## src/rtl/tlb_ctrl.sv

```systemverilog
// tlb_ctrl: sequencer for the dual-search-port TLB.
//   Runs one CP0 TLB instruction (TLBP/TLBR/TLBWI/TLBWR) at a time via an
//   op valid/ready handshake and returns results through resp valid/ready.
//   Search port 1 is shared: the data-memory lookup path owns it in every
//   state except PROBE. Also holds the Wired and Random registers.
// Ports:
//   clk/resetn              clock, async active-low reset
//   op_*                    instruction request + latched CP0 operands
//   wired_wr/wired_in       Wired register write
//   random_out              current Random value
//   resp_*                  registered results, held until overwritten
//   dm_req_*/dm_gnt         data-side lookup request/grant on port 1
//   tlb_s1_*                TLB search port 1
//   tlb_wr/tlb_w_*          TLB write port
//   tlb_r_*                 TLB read port
module tlb_ctrl #(
  parameter int TLB_NUM = 16,
  parameter int IDX_W   = $clog2(TLB_NUM)
) (
  input  logic             clk,
  input  logic             resetn,
  input  logic             op_valid,
  output logic             op_ready,
  input  logic [1:0]       op_code,
  input  logic [26:0]      entryhi_in,
  input  logic [25:0]      entrylo0_in,
  input  logic [25:0]      entrylo1_in,
  input  logic [IDX_W-1:0] index_in,
  input  logic             wired_wr,
  input  logic [IDX_W-1:0] wired_in,
  output logic [IDX_W-1:0] random_out,
  output logic             resp_valid,
  input  logic             resp_ready,
  output logic [1:0]       resp_op,
  output logic             resp_found,
  output logic [IDX_W-1:0] resp_index,
  output logic [26:0]      resp_entryhi,
  output logic [25:0]      resp_entrylo0,
  output logic [25:0]      resp_entrylo1,
  input  logic             dm_req_valid,
  input  logic [18:0]      dm_req_vpn2,
  input  logic             dm_req_odd,
  output logic             dm_gnt,
  output logic [18:0]      tlb_s1_vpn2,
  output logic             tlb_s1_odd_page,
  output logic [7:0]       tlb_s1_asid,
  input  logic             tlb_s1_found,
  input  logic [IDX_W-1:0] tlb_s1_index,
  output logic             tlb_wr,
  output logic [IDX_W-1:0] tlb_w_index,
  output logic [26:0]      tlb_w_entryhi,
  output logic             tlb_w_g,
  output logic [24:0]      tlb_w_lo0,
  output logic [24:0]      tlb_w_lo1,
  output logic [IDX_W-1:0] tlb_r_index,
  input  logic [26:0]      tlb_r_entryhi,
  input  logic             tlb_r_g,
  input  logic [24:0]      tlb_r_lo0,
  input  logic [24:0]      tlb_r_lo1
);

  typedef enum logic [2:0] {IDLE, PROBE, READ, WRITE, DONE} state_e;

  localparam logic [1:0]       OP_TLBP  = 2'd0;
  localparam logic [1:0]       OP_TLBR  = 2'd1;
  localparam logic [1:0]       OP_TLBWR = 2'd3;
  localparam logic [IDX_W-1:0] RND_MAX  = IDX_W'(TLB_NUM - 1);

  state_e           state_q;
  logic [1:0]       op_q;
  logic [26:0]      ehi_q;
  logic [25:0]      lo0_q, lo1_q;
  logic [IDX_W-1:0] idx_q;
  logic             tlb_wr_q, resp_valid_q, resp_found_q;
  logic [1:0]       resp_op_q;
  logic [IDX_W-1:0] resp_index_q;
  logic [26:0]      resp_ehi_q;
  logic [25:0]      resp_lo0_q, resp_lo1_q;
  logic [IDX_W-1:0] random_q, random_d, wired_q;

  assign op_ready      = (state_q == IDLE);
  assign resp_valid    = resp_valid_q;
  assign resp_op       = resp_op_q;
  assign resp_found    = resp_found_q;
  assign resp_index    = resp_index_q;
  assign resp_entryhi  = resp_ehi_q;
  assign resp_entrylo0 = resp_lo0_q;
  assign resp_entrylo1 = resp_lo1_q;
  assign random_out    = random_q;

  assign tlb_wr        = tlb_wr_q;
  assign tlb_w_index   = idx_q;
  assign tlb_w_entryhi = ehi_q;
  assign tlb_w_g       = lo0_q[0] & lo1_q[0];
  assign tlb_w_lo0     = lo0_q[25:1];
  assign tlb_w_lo1     = lo1_q[25:1];
  assign tlb_r_index   = idx_q;

  // Port 1 belongs to the data side except during the single PROBE cycle.
  assign dm_gnt = dm_req_valid & (state_q != PROBE);
  always_comb begin
    tlb_s1_vpn2     = dm_req_vpn2;
    tlb_s1_odd_page = dm_req_odd;
    tlb_s1_asid     = entryhi_in[7:0];
    if (state_q == PROBE) begin
      tlb_s1_vpn2     = ehi_q[26:8];
      tlb_s1_odd_page = 1'b0;
      tlb_s1_asid     = ehi_q[7:0];
    end
  end

  // Random wraps back to the top once it has reached the wired floor.
  assign random_d = (random_q <= wired_q) ? RND_MAX : random_q - IDX_W'(1);

  always_ff @(posedge clk or negedge resetn) begin
    if (!resetn) begin
      random_q <= RND_MAX;
      wired_q  <= '0;
    end else if (wired_wr) begin
      random_q <= RND_MAX;
      wired_q  <= wired_in;
    end else begin
      random_q <= random_d;
    end
  end

  always_ff @(posedge clk or negedge resetn) begin
    if (!resetn) begin
      state_q      <= IDLE;
      op_q         <= '0;
      ehi_q        <= '0;
      lo0_q        <= '0;
      lo1_q        <= '0;
      idx_q        <= '0;
      tlb_wr_q     <= 1'b0;
      resp_valid_q <= 1'b0;
      resp_op_q    <= '0;
      resp_found_q <= 1'b0;
      resp_index_q <= '0;
      resp_ehi_q   <= '0;
      resp_lo0_q   <= '0;
      resp_lo1_q   <= '0;
    end else begin
      case (state_q)
        IDLE: if (op_valid) begin
          op_q  <= op_code;
          ehi_q <= entryhi_in;
          lo0_q <= entrylo0_in;
          lo1_q <= entrylo1_in;
          // TLBWR takes Random as seen this cycle, before any wired_wr reload.
          idx_q <= (op_code == OP_TLBWR) ? random_q : index_in;
          case (op_code)
            OP_TLBP: state_q <= PROBE;
            OP_TLBR: state_q <= READ;
            default: begin
              state_q  <= WRITE;
              tlb_wr_q <= 1'b1;  // registered so it is high exactly in WRITE
            end
          endcase
        end
        PROBE: begin
          resp_found_q <= tlb_s1_found;
          resp_index_q <= tlb_s1_found ? tlb_s1_index : '0;
          resp_op_q    <= op_q;
          resp_valid_q <= 1'b1;
          state_q      <= DONE;
        end
        READ: begin
          resp_ehi_q   <= tlb_r_entryhi;
          resp_lo0_q   <= {tlb_r_lo0, tlb_r_g};
          resp_lo1_q   <= {tlb_r_lo1, tlb_r_g};
          resp_op_q    <= op_q;
          resp_valid_q <= 1'b1;
          state_q      <= DONE;
        end
        WRITE: begin
          tlb_wr_q     <= 1'b0;
          resp_op_q    <= op_q;
          resp_valid_q <= 1'b1;
          state_q      <= DONE;
        end
        DONE: if (resp_ready) begin
          resp_valid_q <= 1'b0;
          state_q      <= IDLE;
        end
        default: state_q <= IDLE;
      endcase
    end
  end

endmodule

```

## config.mk

```make
export PLATFORM = sky130hd
export DESIGN_NAME = tlb_ctrl
export DESIGN_NICKNAME = d
export VERILOG_FILES = /design/src/rtl/tlb_ctrl.sv
export SDC_FILE = /design/constraint.sdc
export NUM_CORES = 1
export LEC_CHECK = 0
export BUFFER_PORTS_ARGS = -buffer_cell sky130_fd_sc_hd__buf_2
export CORE_AREA = 2 2 159 161
export CTS_CLUSTER_SIZE = 16
export DETAILED_ROUTE_END_ITERATION = 8
export DIE_AREA = 0 0 161 163
export GPL_TIMING_DRIVEN = 0
export SLEW_MARGIN = 25
export SYNTH_ARGS = -nofsm -noshare
export SYNTH_HDL_FRONTEND = slang
export SYNTH_SLANG_ARGS = --single-unit
```

## constraint.sdc

```tcl
create_clock -name clk -period 1.8 [get_ports clk]
set_input_delay 0 -clock clk [delete_from_list [all_inputs] [get_ports clk]]
set_output_delay 0 -clock clk [all_outputs]
set_load 0.03 [all_outputs]
```

==> summary.md <==
| Metric | Value |
|---|---|
| Status | complete, but fails checks |
| Failing checks | negative setup slack |
| Placed inst area | roughly 10000 um2 |
| Worst path max stage delay | 0.44 ns |
| CP max FO | 7 |
| Placed Cells | approximately 1300 |
| Worst path slowest cell | dfrtp_2 |
| Vias in the first global route | between 6000 and 7000 |
| Met2 Resource Use GR | 30.1% |
| Distinct cells, synth | 29 |
| Post-Syn Instances | 528 |
| PD cells | 1770 nW/um2 |
| Part of the cycle the worst path needs | 114% |
| Crit path arrival time | 2.05 ns |
| Synth top area share | 57.3% |
| Post-synthesis sequential area ratio | 58.7% |
| Largest net degree at the start of global routing | 86 |
| DRC errors left | 0 |
| Yosys Warn Count | 0 |
| Avg Synthesized Cell Area | 14.8 um2 |
| Fmax | 489 MHz |
| CTS tree | built |
| Worst hold path type | primary input to register |
| Hold Fails Final Rpt | 0 |
| # setup viols final | 111 |
| CTS max path bufs | 2 |
| WL final | 24400 um |
| Clock skew | ~0.013 ns |
| ANT nets after route | 0 |
| Ranking of synthesized cells by area | dfrtp_1 57%, mux2_2 26%, buf_4 6.1% |
| Seq cells post-synth | 183 |
| Fin util | 56.8% |
| Area leader, netlist | dfrtp_1 |
| Clock sink count | between 150 and 200 |
| Clock buffer count from CTS | 17 |
| Max_cap viols | 0 |
| Die width | roughly 160 um |
| Final setup TNS | -10.26 ns |
| Initial antenna violation count | 0 |
| Total grt overflow | 0 |
| Critical R2R Capture | lo0_q[11]$_DFFE_PN0P_ |
| Final worst slack | -0.246 ns |
| Multi-input logic area | 3020 um2 |
| Per-cell routed wire length | roughly 16 um |
| Clk slew on worst S/H paths | about 0.07 ns |
| First-pass GRT wire length | 34900 um |
| Register area | about 4600 um2 |
| Ant diodes | 0 |
| Clock Tree Root | clkbuf_16 |
| Hold Crit Depth | 2 |
| IO buf count | slightly above 400 |
| Placer congestion estimate | 0.757 |
| Worst R2R Path Depth | 8 |
| Netlist Area Pre-Place | 7810 um2 |
| Setup WS pre-CTS | -0.0471 ns |
| Worst EP required | approximately 1.8 ns |
| Grt peak-use layer | met2 |
| Crit path time final | 2.05 ns |
| Non-Filler Instances | 1519 |
| M1 GR Usage | 19.9% |
| Core area | 24700 um2 |
| Starting DRC count in detailed routing | about 260 |
| Final Instance Area | 14000 um2 |
| Estimated wirelength of the detail-placed design | 14800 um |
| Worst-path cell chain | or3b_4 > buf_8 > clkbuf_16 > mux2_4 > buf_6 |
| H-Tree Depth | 4 |
| Layout cells sized above 1 | 63.5% |
| Commonest non-fill, non-tap cell in the layout | buf_2 |
| NumNets Final | 1380 |
| R2R Setup Slk | -0.13 ns |
| I/O Pins | ~400 |
| Tot GR Track Use | 16.7% |
| DIE AREA | 26200 um2 |
| Hold Crit Endpoint | wired_q[0]$_DFFE_PN0P_ |
| CP Capture Type | output port |
| DIE HEIGHT | about 160 um |
| Initial core utilization | 31.7% |
| DRT Pass-1 Iters | 5 |
| Startpoint types | register |
| Most frequent cells in the layout | 385 x buf_2, 186 x dlygate4sd3_1, 177 x dfrtp_1 |
| Leak | a little under 0.007 uW |
| Core Rows | 58 |
| Syn Nets | 731 |
| Hold_sp | wired_wr |
| Worst slew pin tran | between 0.6 and 0.7 ns |
| Final Max Slew Viols | 0 |
| Peak VDD IR | 0.000955 V |
| Fillers | 2040 |
| Worst skew pair latency | 0.42 ns |
| GR Layer Usage met3 | 3.85% |
| Crit path kind | register to output port |
| Area growth syn-to-layout | 79.4% |
| Unrepaired setup endpoints after global routing | true |
| Vias | 6584 |
| Post-DR vias/cell | 4.33 |
| Worst slew margin relative to its limit | slightly below 60% |
| R2r startpoint | state_q[2]$_DFFE_PN0P_ |
## Yosys cell counts
| cell | count |
|---|---|
| mux2_2 | 180 |
| nand2_1 | 13 |
| and3_1 | 1 |
| buf_6 | 6 |
| o211a_1 | 1 |
| nor4b_1 | 1 |
| dfstp_2 | 4 |
| or3b_4 | 1 |
| nand3b_1 | 1 |
| o211ai_1 | 4 |
| clkbuf_1 | 2 |
| ha_1 | 5 |
| dfrtp_1 | 179 |
| nor3_1 | 2 |
| nor2b_1 | 1 |
| a21oi_1 | 5 |
| a21o_1 | 1 |
| o21ai_0 | 10 |
| xnor2_1 | 2 |
| nor2_1 | 6 |
| inv_1 | 9 |
| a41oi_1 | 2 |
| buf_2 | 9 |
| mux2_4 | 10 |
| buf_4 | 63 |
| o21a_1 | 1 |
| mux2i_1 | 4 |
| and2_1 | 3 |
| a21boi_0 | 2 |
## stage by stage
step,total power (uW),hold slack (ns)
floorplan,15400,-0.296
finish,24900,0.0272
global placement,18500,0.210
global route,26100,0.0532
CTS,23600,0.00176
detailed placement,18700,-0.164
## flip-flops by register name, summed over array words and instances, names as in the netlist, 25 cells and up
name / flops
resp_entryhi: 27
tlb_w_entryhi: 27
lo1_q: 26
lo0_q: 26
resp_entrylo0: 26
resp_entrylo1: 25
## final cells by class
class                   count  area share (%)
multi-input cells         256            21.5
well taps                 330            2.95
flip-flops and latches    183            32.7
repair buffers            635            33.3
inverters                   9           0.241
clock inverters            13           0.812
clock buffers              18            3.06
plain buffers              75            5.37
## worst max path at each step
stage | from | endpoint | slack [ns] | depth (start not counted)
2_1_floorplan | state_q[2]$_DFFE_PN0P_ | lo0_q[10]$_DFFE_PN0P_ | 0.26 | 5
3_3_place_gp | resetn | resp_entryhi[15]$_DFFE_PN0N_ | -2.43 | 1
3_5_place_dp | state_q[2]$_DFFE_PN0P_ | lo0_q[15]$_DFFE_PN0P_ | -0.05 | 5
4_1_cts | state_q[2]$_DFFE_PN0P_ | tlb_s1_vpn2[17] | -0.30 | 6
5_1_grt | state_q[1]$_DFFE_PN0P_ | tlb_s1_vpn2[16] | -0.30 | 5
6_report | state_q[1]$_DFFE_PN0P_ | tlb_s1_vpn2[9] | -0.25 | 5
## what timing repair did
item | 4_1_cts | 5_1_grt
setup endpoints to repair | 109 | 180
gates cloned | 6 | 7
buffers inserted | 19 | 16
gates resized for setup | 91 | 145
pin swaps | 2 | 2
hold buffers | 186 | 0
hold endpoints to repair | 356 | 0
## where the power goes
part | switching (uW) | internal (uW) | leakage (uW) | total (uW)
Clock | 1750 | 1810 | 0.000253 | 3570
Sequential | 1190 | 6120 | 0.00215 | 7310
Combinational | 7450 | 6550 | 0.00455 | 14000
Total | 10400 | 14500 | 0.00696 | 24900
## cell families after synthesis
kind of cell / share of synthesized area, %
buf+inv: 8.02
xor+xnor: 0.224
compound gates: 2.08
simple gates: 1.79
fa+ha+maj: 0.801
flops: 58.7
mux: 28.4
## critical path: cells and delay by family, from the launching register on
kind / cells / cell delay (ns)
DFF: 1 / 0.44
and+or+nand+nor: 1 / 0.43
buffers and inverters: 3 / 0.46
muxes: 1 / 0.30
## metal layers
metal / up-vias / share of wire, %
met3: 32 / 4.9
met1: 3253 / 42
met4: 0 / 1.9
met5: - / 0
met2: 226 / 52
li1: 3073 / -
Power figures use the tool's default switching activity.
